--- src/rtl/note_pkg.sv ---
// Shared types and constants for the note tone generator: note codes, pitch
// frequencies, the half-period helper and the player state encoding.
package note_pkg;

    typedef enum logic [3:0] {
        IDLE = 4'd0,
        A1   = 4'd1,
        A2   = 4'd2,
        B1   = 4'd3,
        C1   = 4'd4,
        D1   = 4'd5,
        E2   = 4'd6,
        G1   = 4'd7,
        G2   = 4'd8,
        F1   = 4'd9,
        F2H  = 4'd10
    } note_e;

    localparam int unsigned F_A1  = 220;
    localparam int unsigned F_A2  = 440;
    localparam int unsigned F_B1  = 247;
    localparam int unsigned F_C1  = 262;
    localparam int unsigned F_D1  = 294;
    localparam int unsigned F_E2  = 330;
    localparam int unsigned F_G1  = 196;
    localparam int unsigned F_G2  = 392;
    localparam int unsigned F_F1  = 175;
    localparam int unsigned F_F2H = 370;

    typedef enum logic [1:0] {
        SILENT = 2'd0,
        PLAY   = 2'd1,
        GAP    = 2'd2
    } state_e;

    // Half-period in clock cycles; 0 marks a silent code.
    function automatic int unsigned half_period(input logic [3:0] code,
                                                input int unsigned clk_freq);
        int unsigned f;
        case (note_e'(code))
            A1:      f = F_A1;
            A2:      f = F_A2;
            B1:      f = F_B1;
            C1:      f = F_C1;
            D1:      f = F_D1;
            E2:      f = F_E2;
            G1:      f = F_G1;
            G2:      f = F_G2;
            F1:      f = F_F1;
            F2H:     f = F_F2H;
            default: f = 0;
        endcase
        if (f == 0) begin
            return 0;
        end
        return clk_freq / (2 * f);
    endfunction

endpackage

--- src/rtl/note_period_rom.sv ---
// Constant code -> half-period table built at elaboration; silent codes read 0.
module note_period_rom
    import note_pkg::*;
#(
    parameter int unsigned CLK_FREQ = 100_000_000,
    parameter int unsigned CNT_W    = 20
) (
    input  logic [3:0]       code,
    output logic [CNT_W-1:0] hp_c,
    output logic             is_sound_c
);

    logic [CNT_W-1:0] tab [16];

    for (genvar i = 0; i < 16; i++) begin : g_tab
        localparam int unsigned HP = half_period(4'(i), CLK_FREQ);
        // A sounding code must fit the counter and give a usable half-period.
        if (HP != 0 && (HP < 2 || 64'(HP) > ((64'd1 << CNT_W) - 64'd1))) begin : g_bad
            $error("note_period_rom: half-period %0d for code %0d out of range", HP, i);
        end
        assign tab[i] = CNT_W'(HP);
    end

    assign hp_c       = tab[code];
    assign is_sound_c = (tab[code] != '0);

endmodule

--- src/rtl/note_tone_gen.sv ---
// Square-wave buzzer driver: plays the sampled note, switching notes only at
// full-period boundaries with an optional silent articulation gap.
module note_tone_gen
    import note_pkg::*;
#(
    parameter int unsigned CLK_FREQ   = 100_000_000,
    parameter int unsigned CNT_W      = 20,
    parameter int unsigned GAP_CYCLES = 1_000_000
) (
    input  logic       clk,
    input  logic       rst,
    input  logic       enable,
    input  logic [3:0] note,
    output logic       buzzer,
    output logic       playing,
    output logic [3:0] cur_note
);

    localparam int unsigned GAP_W = (GAP_CYCLES > 1) ? $clog2(GAP_CYCLES) : 1;
    localparam int unsigned CW    = (CNT_W > GAP_W) ? CNT_W : GAP_W;
    localparam logic [CW-1:0] GAP_LOAD = CW'((GAP_CYCLES != 0) ? GAP_CYCLES - 1 : 0);

    state_e           state;
    logic [CW-1:0]    cnt;
    logic [CNT_W-1:0] reload;
    logic [CNT_W-1:0] hp_c;
    logic [CNT_W-1:0] new_reload_c;
    logic             is_sound_c;

    note_period_rom #(
        .CLK_FREQ (CLK_FREQ),
        .CNT_W    (CNT_W)
    ) u_rom (
        .code       (note),
        .hp_c       (hp_c),
        .is_sound_c (is_sound_c)
    );

    assign new_reload_c = hp_c - CNT_W'(1);

    // Player FSM; enable low overrides every other transition.
    always_ff @(posedge clk or posedge rst) begin
        if (rst) begin
            state    <= SILENT;
            cnt      <= '0;
            reload   <= '0;
            buzzer   <= 1'b0;
            playing  <= 1'b0;
            cur_note <= 4'd0;
        end else if (!enable) begin
            state    <= SILENT;
            cnt      <= '0;
            buzzer   <= 1'b0;
            playing  <= 1'b0;
            cur_note <= 4'd0;
        end else begin
            case (state)
                SILENT: begin
                    cnt <= '0;
                    if (is_sound_c) begin
                        state    <= PLAY;
                        cur_note <= note;
                        reload   <= new_reload_c;
                        cnt      <= CW'(new_reload_c);
                        buzzer   <= 1'b1;
                        playing  <= 1'b1;
                    end
                end
                PLAY: begin
                    if (cnt != '0) begin
                        cnt <= cnt - CW'(1);
                    end else if (buzzer) begin
                        buzzer <= 1'b0;
                        cnt    <= CW'(reload);
                    end else if (note == cur_note) begin
                        buzzer <= 1'b1;
                        cnt    <= CW'(reload);
                    end else if (!is_sound_c) begin
                        state    <= SILENT;
                        playing  <= 1'b0;
                        cur_note <= 4'd0;
                    end else if (GAP_CYCLES != 0) begin
                        state    <= GAP;
                        cnt      <= GAP_LOAD;
                        playing  <= 1'b0;
                        cur_note <= 4'd0;
                    end else begin
                        cur_note <= note;
                        reload   <= new_reload_c;
                        cnt      <= CW'(new_reload_c);
                        buzzer   <= 1'b1;
                    end
                end
                GAP: begin
                    buzzer <= 1'b0;
                    if (cnt != '0) begin
                        cnt <= cnt - CW'(1);
                    end else if (is_sound_c) begin
                        state    <= PLAY;
                        cur_note <= note;
                        reload   <= new_reload_c;
                        cnt      <= CW'(new_reload_c);
                        buzzer   <= 1'b1;
                        playing  <= 1'b1;
                    end else begin
                        state <= SILENT;
                    end
                end
                default: begin
                    state    <= SILENT;
                    cnt      <= '0;
                    buzzer   <= 1'b0;
                    playing  <= 1'b0;
                    cur_note <= 4'd0;
                end
            endcase
        end
    end

endmodule

--- config.mk ---
export PLATFORM = sky130hd
export DESIGN_NAME = note_tone_gen
export DESIGN_NICKNAME = d
export VERILOG_FILES = /design/src/rtl/note_pkg.sv /design/src/rtl/note_period_rom.sv /design/src/rtl/note_tone_gen.sv
export SDC_FILE = /design/constraint.sdc
export NUM_CORES = 1
export LEC_CHECK = 0
export BUFFER_PORTS_ARGS = -buffer_cell sky130_fd_sc_hd__buf_2
export CAP_MARGIN = 20
export CORE_ASPECT_RATIO = 0.9
export CORE_UTILIZATION = 59
export CTS_BUF_LIST = sky130_fd_sc_hd__clkbuf_4 sky130_fd_sc_hd__clkbuf_8
export CTS_CLUSTER_DIAMETER = 100
export DETAILED_ROUTE_END_ITERATION = 10
export GPL_TIMING_DRIVEN = 0
export PLACE_DENSITY = 0.79
export SYNTH_ARGS = -nofsm -noshare
export SYNTH_HDL_FRONTEND = slang
export SYNTH_SLANG_ARGS = --single-unit
--- constraint.sdc ---
create_clock -name clk -period 2.3 [get_ports clk]
set_input_delay 0.46 -clock clk [delete_from_list [all_inputs] [get_ports clk]]
set_output_delay 0.46 -clock clk [all_outputs]
set_load 0.005 [all_outputs]
==> results of run 1 <==
-- timing repair --
action | CTS | global route
endpoints found under the setup margin | 48 | 48
pin swaps | 18 | 21
gates resized for setup | 78 | 77
setup buffers | 44 | 10
gates cloned | 3 | 1
-- cell families after synthesis --
family | Yosys count | synth area share, %
flip-flops | 48 | 31.65
buffers and inverters | 41 | 4.682
AO/OA/AOI/OAI | 160 | 28.32
AND/OR/NAND/NOR | 193 | 24.89
XOR/XNOR | 24 | 5.539
adder cells (fa/ha/maj) | 10 | 3.297
multiplexers | 6 | 1.616
-- worst max-delay path: cells and delay by family, from the launching register on --
kind,cells,cell delay (ns)
DFF,1,0.46
and+or+nand+nor,3,0.95
AOI/OAI and AO/OA,4,1.24
-- flip-flops by register name, indices dropped and copies added, names as in the netlist --
| signal | count |
|---|---|
| reload | 20 |
| playing | 1 |
| buzzer | 1 |
| cur_note | 4 |
| state | 2 |
| cnt | 20 |
-- power by group through the flow --
stage / logic [W] / registers, W / clock network [W]
3_3_place_gp: 0.00104 / 0.00108 / 0
3_5_place_dp: 0.00107 / 0.00108 / 0
5_1_grt: 0.00167 / 0.00110 / 0.000612
2_1_floorplan: 0.000811 / 0.00106 / 0
6_report: 0.00160 / 0.00109 / 0.000579
4_1_cts: 0.00135 / 0.00107 / 0.000562
-- metal layers --
layer / share of wire (%) / wire length, um
met5: 0 / 0
met4: 7.7 / 1260
met1: 34 / 5581
met2: 43 / 6957
met3: 15 / 2492
-- layout make-up --
| type | instances | area, um2 | share of cell area [%] |
|---|---|---|---|
| buffer | 24 | 244.0 | 4.594 |
| clock buffer | 7 | 90.09 | 1.696 |
| clock inverter | 1 | 7.507 | 0.1413 |
| inverter | 13 | 62.56 | 1.178 |
| multi-input combinational | 393 | 3018 | 56.82 |
| sequential | 48 | 1204 | 22.66 |
| tap | 87 | 108.9 | 2.049 |
| timing repair buffer | 70 | 576.8 | 10.86 |
-- final timing paths --
kind | startpoint | end | depth (start not counted)
max in group asynchronous | rst | reload[10] | 3
min in group clk | reload[8] | reload[8] | 2
worst min register to register | reload[8] | reload[8] | 2
worst min-delay path | rst | cur_note[2] | 2
worst max-delay path | cnt[6] | cnt[19] | 7
worst max register to register | cnt[6] | cnt[19] | 7
-- through the flow --
stage	power, W	instance area [um2]	worst slack [ns]
after floorplan	0.001872	3979	-0.2498
after global placement	0.002120	4148	-0.9860
after detailed placement	0.002156	4175	-1.026
after CTS	0.002979	4947	-0.1052
after global routing	0.003386	5311	-0.5166
final	0.003270	5311	-0.4121
-- Yosys cell counts, types with 2 or more instances --
master	number	area [um2]
nand2_1	73	274.0
dfrtp_1	48	1201
a21oi_1	42	210.2
nor2_1	42	157.7
o21ai_0	30	150.1
clkbuf_1	16	60.06
a31oi_1	15	93.84
nor3_1	15	75.07
xnor2_1	14	122.6
nand3_1	13	65.06
inv_1	12	45.04
ha_1	10	125.1
nand2b_1	10	62.56
xor2_1	10	87.58
o211ai_1	9	67.56
buf_2	7	35.03
o22ai_1	7	43.79
o31ai_1	7	52.55
or3_1	7	43.79
a22o_1	6	52.55
a22oi_1	6	45.04
nand4_1	6	37.54
mux2i_1	5	50.05
a211oi_1	4	30.03
buf_4	4	30.03
nor2b_1	4	25.02
nor4_1	4	25.02
a32oi_1	3	26.28
nand3b_1	3	22.52
nor3b_1	3	22.52
o221ai_1	3	26.28
o2bb2ai_1	3	26.28
o311ai_0	3	26.28
a21o_1	2	15.01
and3_1	2	12.51
nor4_4	2	42.54
o211a_1	2	20.02
o21a_1	2	15.01
o32a_1	2	20.02
or4_1	2	15.01
==> results by group, run 1 <==
Layout
  – Final std cells w/o fill: 643
  – Antenna diode count: 0
  – Final net count: 572
  – Layout cell share with drive strength beyond 1: 36.69%
  – Layout fillers: 329
  – Commonest non-fill, non-tap cell in the layout: nand2_1
  – Most frequent cells in the layout: 70 x nand2_1, 48 x buf_4, 46 x dfrtp_1
  – Finished Core Util: 86.39%
  – Area Growth Syn to Fin: 39.96%

CTS
  – Clk sinks: 48
  – Clock-pin slew of the registers on the worst-case setup and hold paths: 0.10 ns
  – Post-cts hold buffer count: 0
  – Max Buffers Root-to-Sink: 2
  – Clock latency on the worst-skew pair: 0.32 ns
  – TritonCTS clock tree: done
  – CTS Buf Count: 5
  – Root Driver: clkbuf_8
  – Htree depth: 2

Synthesis
  – Asr flop ratio synth: 100.0%
  – Post-Synthesis Cell Area: 3795 um2
  – Mapped Cells: 482
  – Sequential-to-total area share from yosys stat: 31.65%
  – Average cell area after synthesis: 7.873 um2
  – Yosys warns: 0
  – Unique masters post-synth: 64
  – Post-synth EDFFs: 0
  – #FFs+latches synth: 48
  – Top_reg_cell synth: dfrtp_1
  – Mapped Nets: 499

Floorplanning
  – Die width: 86.54 um
  – Ports: 13
  – Initial Util: 61.72%
  – Core area: 6148 um2
  – FP Rows: 27
  – DIE AREA: 6757 um2
  – Die height: 78.09 um

Timing
  – Unrepaired setup endpoints after global routing: true
  – Clock Skew: 0.01769 ns
  – Rel. slew slack: 44.16%
  – Max Clk Rate: 0.3687 GHz
  – Pins over their slew limit: 0
  – Hold Worst Slack: 0.02445 ns
  – Final WS setup: -0.4121 ns
  – Fin crit period: 2.712 ns
  – Setup TNS: -7.321 ns
  – Hold Vio Cnt, Final: 0
  – Pin slew with the least headroom to its limit: 0.8346 ns
  – Final period util: 117.9%
  – Final setup fails: 45

Detailed routing
  – DRC Markers: 0
  – Drt first pass iters: 9
  – DR WL/cell: 25.34 um
  – Routed Antenna Nets: 0
  – Via/cell ratio: 7.383
  – Detailed Route Iter0 Violations: 994
  – Routed WL: 16290 um
  – Vias: 4747

Flow run
  – MaxCap Viol Count: 0

Power
  – Internal cell power: 0.001858 W
  – Switching Share: 43.18%
  – P_sw: 0.001412 W
  – Combinational share of power: 48.9%
  – Clock network fraction of total power: 17.7%
  – PD cells: 615.7 nW/um2
  – VDD IR max: 490.1 uV
  – Sequential share of power: 33.4%
  – Leak: 2.174 nW

Setup path
  – Worst path max stage delay: 0.64 ns
  – CP Class: flop to flop
  – Crit path top cell by count: a21oi_1
  – Critical Path RT: 2.56 ns
  – Worst-path maximum fanout: 7
  – Crit end category: flop
  – R2R Setup Slk: -0.41 ns
  – CP Data Arrival Time: 2.97 ns
  – Slowest stage cell, crit path: a311oi_2
  – Crit-path cells: nor4_4 > nand2_4 > nor2_1 > a21oi_1 > a311oi_2 > o2111ai_2 > a21oi_1
  – Worst Setup Start Kind: flop

Global route
  – GR peak layer: met2
  – Antenna violations before repair: 0
  – Met1 usage: 58.70%
  – GR Layer Usage met3: 12.30%
  – Met2 usage: 65.95%
  – Largest net degree at the start of global routing: 42
  – GRT Util Overall: 44.89%
  – Global-route wire length before repair: 22680 um
  – Grt ovf: 0
  – Vias in the first global route: 4405

Placed design
  – Dpl cells: 583
  – I/O Buffers: 12
  – DPL Wire Length: 8953 um
  – Placer Congestion: 0.9618

Worst hold path
  – Hold Path Class: input pin to async pin

Status
  – Failing checks: negative setup slack
  – Status: finished, violations left
No activity file was read; power rests on OpenSTA's default activity.
==> run 2, diff against run 1 <==
--- a/config.mk
+++ b/config.mk
@@ -8,7 +8,7 @@
 export BUFFER_PORTS_ARGS = -buffer_cell sky130_fd_sc_hd__buf_2
 export CAP_MARGIN = 20
 export CORE_ASPECT_RATIO = 0.9
-export CORE_UTILIZATION = 59
+export CORE_UTILIZATION = 61
 export CTS_BUF_LIST = sky130_fd_sc_hd__clkbuf_4 sky130_fd_sc_hd__clkbuf_8
 export CTS_CLUSTER_DIAMETER = 100
 export DETAILED_ROUTE_END_ITERATION = 10
==> constraint.sdc (replaced) <==
create_clock -name clk -period 3.45 [get_ports clk]
set_input_delay 0.69 -clock clk [delete_from_list [all_inputs] [get_ports clk]]
set_output_delay 0.69 -clock clk [all_outputs]
set_load 0.005 [all_outputs]
==> run 2 against run 1 <==
Net effect: the run now ends clean; routed wire length fell by 24%; design area fell by 23%; flip-flop and latch count did not move; via count fell by 13%; clock power fell by 43%; global-route usage fell by 5.7 points; critical path type is now input pin to flop; critical endpoint is now cnt[0]; largest power group unchanged.
==> results by group, run 2 (synthesis gave the netlist of run 1 again) <==
Status
  – Status: finished clean

Floorplanning
  – Die width: 85.14 um (-1.6%)
  – FP Rows: 26 (-3.7%)
  – Ports: 13 (unchanged)
  – Initial Util: 65.17% (+3.4 points)
  – Die height: 76.83 um (-1.6%)
  – DIE AREA: 6541 um2 (-3.2%)
  – Core area: 5823 um2 (-5.3%)

Timing
  – Clock Skew: 0.01174 ns (-0.005948 ns)
  – Unrepaired setup endpoints after global routing: false
  – Pin slew with the least headroom to its limit: 0.9872 ns (+0.1526 ns)
  – Rel. slew slack: 34.05% (-10 points)
  – Pins over their slew limit: 0 (unchanged)
  – Setup TNS: 0 ns (+7.321 ns)
  – Final setup fails: 0 (-100%)
  – Max Clk Rate: 0.2979 GHz
  – Final period util: 97.29%
  – Hold Vio Cnt, Final: 0 (unchanged)
  – Fin crit period: 3.357 ns

Detailed routing
  – Vias: 4128 (-13%)
  – Via/cell ratio: 7.192 (-2.6%)
  – DRC Markers: 0 (unchanged)
  – Drt first pass iters: 6 (-3)
  – Routed Antenna Nets: 0 (unchanged)
  – Routed WL: 12390 um (-24%)
  – Detailed Route Iter0 Violations: 692 (-30%)
  – DR WL/cell: 21.58 um (-15%)

CTS
  – TritonCTS clock tree: done
  – Clock-pin slew of the registers on the worst-case setup and hold paths: 0.09 ns (about the same)
  – Post-cts hold buffer count: 0 (unchanged)
  – Root Driver: clkbuf_8
  – CTS Buf Count: 5 (unchanged)
  – Htree depth: 2 (unchanged)
  – Max Buffers Root-to-Sink: 2 (unchanged)
  – Clk sinks: 48 (unchanged)
  – Clock latency on the worst-skew pair: 0.31 ns (about the same)

Layout
  – Multi-input gate area: 2457 um2 (-19%)
  – Layout cell share with drive strength beyond 1: 11.90% (-25 points)
  – Final net count: 521 (-8.9%)
  – Layout fillers: 481 (+46%)
  – Commonest non-fill, non-tap cell in the layout: nand2_1
  – Sequential cell area: 1201 um2 (-0.21%)
  – Area Growth Syn to Fin: 8.441%
  – Antenna diode count: 0 (unchanged)
  – Post-route cell area: 4115 um2 (-23%)
  – Most frequent cells in the layout: 73 x nand2_1, 48 x dfrtp_1, 41 x a21oi_1, 41 x nor2_1, 30 x o21ai_0
  – Final std cells w/o fill: 574 (-11%)
  – Finished Core Util: 70.67% (-16 points)
  – Top flop regs: cnt (20), reload (20), cur_note (4)

Power
  – Leak: 1.744 nW (-20%)
  – PD cells: 430.8 nW/um2 (-30%)
  – VDD IR max: 343.3 uV (-30%)

Global route
  – GRT Util Overall: 39.14% (-5.7 points)
  – Vias in the first global route: 3839 (-13%)
  – Largest net degree at the start of global routing: 26 (-38%)
  – Grt ovf: 0 (unchanged)
  – Antenna violations before repair: 0 (unchanged)
  – Global-route wire length before repair: 19570 um (-14%)

Placed design
  – Placer Congestion: 0.9712 (+0.98%)
  – I/O Buffers: 12 (unchanged)
  – Dpl cells: 565 (-3.1%)
  – Placed Area: 3970 um2 (-4.9%)
  – DPL Wire Length: 9081 um (+1.4%)

Setup path
  – Worst Setup Start Kind: input pin
  – CP Class: input pin to flop
  – CP Data Arrival Time: 3.55 ns (+0.58 ns)
  – Worst-path maximum fanout: 10 (+3)
  – Crit end category: flop
  – Critical Path RT: 3.65 ns (+1.09 ns)

Flow run
  – MaxCap Viol Count: 0 (unchanged)

Worst hold path
  – Hold Path Class: input pin to async pin
run 2: final cells by class:
class / instances / area share [%]
multi-input combinational: 393 / 59.71
sequential: 48 / 29.19
buffer: 27 / 3.192
timing repair buffer: 16 / 2.615
tap: 70 / 2.128
clock buffer: 6 / 1.855
inverter: 13 / 1.186
clock inverter: 1 / 0.1216
run 2: repair_timing:
item / CTS / global route
hold endpoints to repair: 0 / 0
pin swaps: 1 / 1
setup buffers: 1 / 1
resized for setup: 7 / 8
setup endpoints to repair: 39 / 44
run 2: path summary, 6_finish.rpt:
| path | from | to | slack, ns | depth (start not counted) |
|---|---|---|---|---|
| max | note[1] | cnt[0] | 0.09 | 13 |
| min | rst | reload[2] | 0.43 | 2 |
| max reg2reg | cnt[0] | cnt[7] | 0.32 | 8 |
| min reg2reg | reload[17] | reload[17] | 0.48 | 2 |
| max in group asynchronous | rst | reload[15] | 2.49 | 3 |
| min in group clk | reload[17] | reload[17] | 0.48 | 2 |
run 2: stage by stage:
| stage | power, W | hold slack, ns | worst slack, ns |
|---|---|---|---|
| after floorplan | 0.001210 | 0.4375 | 0.2858 |
| after global placement | 0.001374 | 0.4548 | -0.6366 |
| after detailed placement | 0.001401 | 0.4574 | -0.6568 |
| after CTS | 0.001735 | 0.4527 | 0.01592 |
| after global routing | 0.001865 | 0.4614 | 0.01176 |
| final | 0.001773 | 0.4304 | 0.09338 |
run 2: power breakdown:
group          total, W  internal, W  switching (W)  leakage [nW]
logic          0.000723     0.000253       0.000470          1.08
registers      0.000719     0.000644      0.0000750         0.621
clock network  0.000331     0.000146       0.000184        0.0445
run 2: critical path, cell delays in order:
cell and delay [ns]:
buf_2 0.15, clkbuf_4 0.21, inv_1 0.26, ha_2 0.42, mux2i_1 0.16, o22ai_1 0.16, nor4_4 0.38, and3_1 0.23
buf_4 0.15, nand2_4 0.08, o311ai_4 0.30, buf_4 0.26, o2bb2ai_1 0.10
run 2: layer usage:
layer / GRT usage [%] / routed length [um] / vias up
met4: 15.76 / 444 / 0
li1: - / - / 1816
met1: 56.10 / 4941 / 1902
met2: 56.05 / 5280 / 353
met3: 10.01 / 1722 / 57
met5: 0 / 0 / -
==> run 3, diff against run 2 <==
--- a/config.mk
+++ b/config.mk
@@ -6,7 +6,6 @@
 export NUM_CORES = 1
 export LEC_CHECK = 0
 export BUFFER_PORTS_ARGS = -buffer_cell sky130_fd_sc_hd__buf_2
-export CAP_MARGIN = 20
 export CORE_ASPECT_RATIO = 0.9
 export CORE_UTILIZATION = 61
 export CTS_BUF_LIST = sky130_fd_sc_hd__clkbuf_4 sky130_fd_sc_hd__clkbuf_8
@@ -14,6 +13,8 @@
 export DETAILED_ROUTE_END_ITERATION = 10
 export GPL_TIMING_DRIVEN = 0
 export PLACE_DENSITY = 0.79
+export RECOVER_POWER = 25
+export REMOVE_ABC_BUFFERS = 1
 export SYNTH_ARGS = -nofsm -noshare
 export SYNTH_HDL_FRONTEND = slang
 export SYNTH_SLANG_ARGS = --single-unit
==> run 3 against run 2 <==
Net effect: the run now ends with max-capacitance violations, max-slew violations left; via count down 0.99%; power rose by 7.9%; hold slack improved by 0.051 ns; critical path depth unchanged; sequential share of layout area shrank 0.23 points; flip-flop and latch count is the same; design area rose by 0.79%; fmax down 1.2%; clock power up 45%; cell count is 3.0% lower; highest routed layer unchanged.
==> results by group, run 3 (synthesis gave the netlist of run 1 again) <==
Detailed routing
  – DRC Markers: 0 (unchanged)
  – Via/cell ratio: 7.338 (+2.0%)
  – Routed Antenna Nets: 0 (unchanged)
  – Drt first pass iters: 6 (unchanged)
  – Detailed Route Iter0 Violations: 628 (-9.2%)
  – DR WL/cell: 21.38 um (-0.92%)
  – Routed WL: 11910 um (-3.9%)
  – Vias: 4087 (-0.99%)

Layout
  – Area Growth Syn to Fin: 9.298%
  – Antenna diode count: 0 (unchanged)
  – Final net count: 504 (-3.3%)
  – Top flop regs: cnt (20), reload (20), cur_note (4)
  – Multi-input gate area: 2501 um2 (+1.8%)
  – Most frequent cells in the layout: 73 x nand2_1, 48 x dfrtp_1, 41 x nor2_1
  – Sequential cell area: 1201 um2 (unchanged)
  – Layout cell share with drive strength beyond 1: 10.68% (-1.2 points)
  – Finished Core Util: 71.23% (+0.56 points)
  – Commonest non-fill, non-tap cell in the layout: nand2_1
  – Layout fillers: 466 (-3.1%)
  – Post-route cell area: 4148 um2 (+0.79%)

CTS
  – Max Buffers Root-to-Sink: 2 (unchanged)
  – TritonCTS clock tree: done
  – Clock latency on the worst-skew pair: 0.31 ns (about the same)
  – Clk sinks: 48 (unchanged)
  – CTS Buf Count: 5 (unchanged)
  – Htree depth: 2 (unchanged)
  – Post-cts hold buffer count: 0 (unchanged)
  – Root Driver: clkbuf_8
  – Clock-pin slew of the registers on the worst-case setup and hold paths: 0.09 ns (about the same)

Status
  – Failing checks: max-capacitance violations, max-slew violations
  – Status: finished, violations left

Power
  – Leak: 1.753 nW (+0.54%)
  – VDD IR max: 224.6 uV (-35%)
  – PD cells: 461.1 nW/um2 (+7.0%)

Global route
  – Antenna violations before repair: 0 (unchanged)
  – Largest net degree at the start of global routing: 34 (+31%)
  – Grt ovf: 0 (unchanged)
  – Vias in the first global route: 3789 (-1.3%)
  – Global-route wire length before repair: 19090 um (-2.5%)
  – GRT Util Overall: 37.13% (-2.0 points)

Timing
  – Hold Vio Cnt, Final: 0 (unchanged)
  – Final WS setup: 0.05205 ns (-0.04133 ns)
  – Setup TNS: 0 ns (unchanged)
  – Pins over their slew limit: 30 (+30)
  – Pin slew with the least headroom to its limit: 1.630 ns (+0.6425 ns)
  – Final setup fails: 0 (unchanged)
  – Max Clk Rate: 0.2943 GHz (-1.2%)
  – Final period util: 98.49% (+1.2 points)
  – Clock Skew: 0.01125 ns (-0.0004886 ns)
  – Rel. slew slack: -8.646% (-43 points)
  – Fin crit period: 3.398 ns (+0.04133 ns)

Setup path
  – Critical Path RT: 3.70 ns (+0.05 ns)
  – CP Class: input pin to flop
  – Crit end category: flop
  – Worst R2R Start: cnt[0]
  – Worst Reg-to-Reg Cells: 10 (+2)
  – R2R Setup Slk: 0.28 ns (-0.04 ns)
  – Worst Setup Start Kind: input pin
  – Worst-path maximum fanout: 16 (+6)
  – Worst r2r dst: reload[4]
  – CP Data Arrival Time: 3.64 ns (+0.09 ns)

Placed design
  – Placed Area: 3869 um2 (-2.6%)
  – Placer Congestion: 0.9621 (-0.94%)
  – DP Worst Slack: -0.9199 ns (-0.2631 ns)
  – I/O Buffers: 12 (unchanged)
  – DPL Wire Length: 8045 um (-11%)

Floorplanning
  – Die width: 85.14 um (unchanged)
  – Die height: 76.83 um (unchanged)
  – DIE AREA: 6541 um2 (unchanged)
  – Initial Util: 65.17% (unchanged)
  – Ports: 13 (unchanged)
  – Core area: 5823 um2 (unchanged)
  – FP Rows: 26 (unchanged)

Worst hold path
  – Worst hold start: reload[8]
  – Endpoint of the worst hold path: reload[8]
  – Hold Path Class: flop to flop
  – Cells on Worst Hold Path: 2

Flow run
  – MaxCap Viol Count: 1 (+1)
-- run 3: critical path, cell delays in order --
cell     delay [ns]
buf_2          0.29
inv_1          0.22
ha_1           0.34
o21ai_0        0.29
a21oi_1        0.12
a21oi_2        0.17
ha_1           0.26
inv_1          0.12
nor2_2         0.23
nand2_1        0.17
xnor2_1        0.40
a22oi_1        0.17
a21oi_1        0.16
-- run 3: final cells by class --
class,count,share of cell area [%]
multi-input cells,394,60.30
flip-flops and latches,48,28.96
repair buffers,25,4.344
well taps,70,2.112
clock buffers,5,1.659
clock inverters,2,1.448
inverters,13,1.176
-- run 3: worst max path at each step --
stage / from / end / slack, ns
6_report: note[1] / cnt[10] / 0.05
4_1_cts: note[0] / buzzer / 0.03
2_1_floorplan: note[0] / reload[13] / 0.09
3_5_place_dp: note[0] / cnt[1] / -0.92
5_1_grt: note[1] / cnt[16] / -0.06
3_3_place_gp: note[0] / reload[15] / -1.34
-- run 3: timing repair --
item,in CTS,in global routing
hold endpoints to repair,0,0
pin swaps,3,1
setup endpoints to repair,42,36
gates resized for setup,7,6
setup buffers,5,5
gates cloned,1,0
-- run 3: power breakdown --
part / switching, W / internal (W)
combinational: 0.000453 / 0.000252
sequential: 0.0000822 / 0.000644
clock: 0.000196 / 0.000285
-- run 3: per-layer routing --
layer  up-vias  global-route usage (%)  share of wire (%)
li1       1782                       -                  -
met3        59                   8.827                 11
met4         0                   16.44                4.0
met5         -                       0                  0
met2       302                   56.77                 45
met1      1944                   49.93                 40
-- run 3: through the flow --
stage          power (W)  hold WS (ns)  std cells
2_1_floorplan   0.001184        0.4375        454
5_1_grt         0.002004        0.4892        557
3_3_place_gp    0.001346        0.4512        536
6_report        0.001912        0.4814        557
4_1_cts         0.001868        0.3777        552
3_5_place_dp    0.001379        0.4550        539
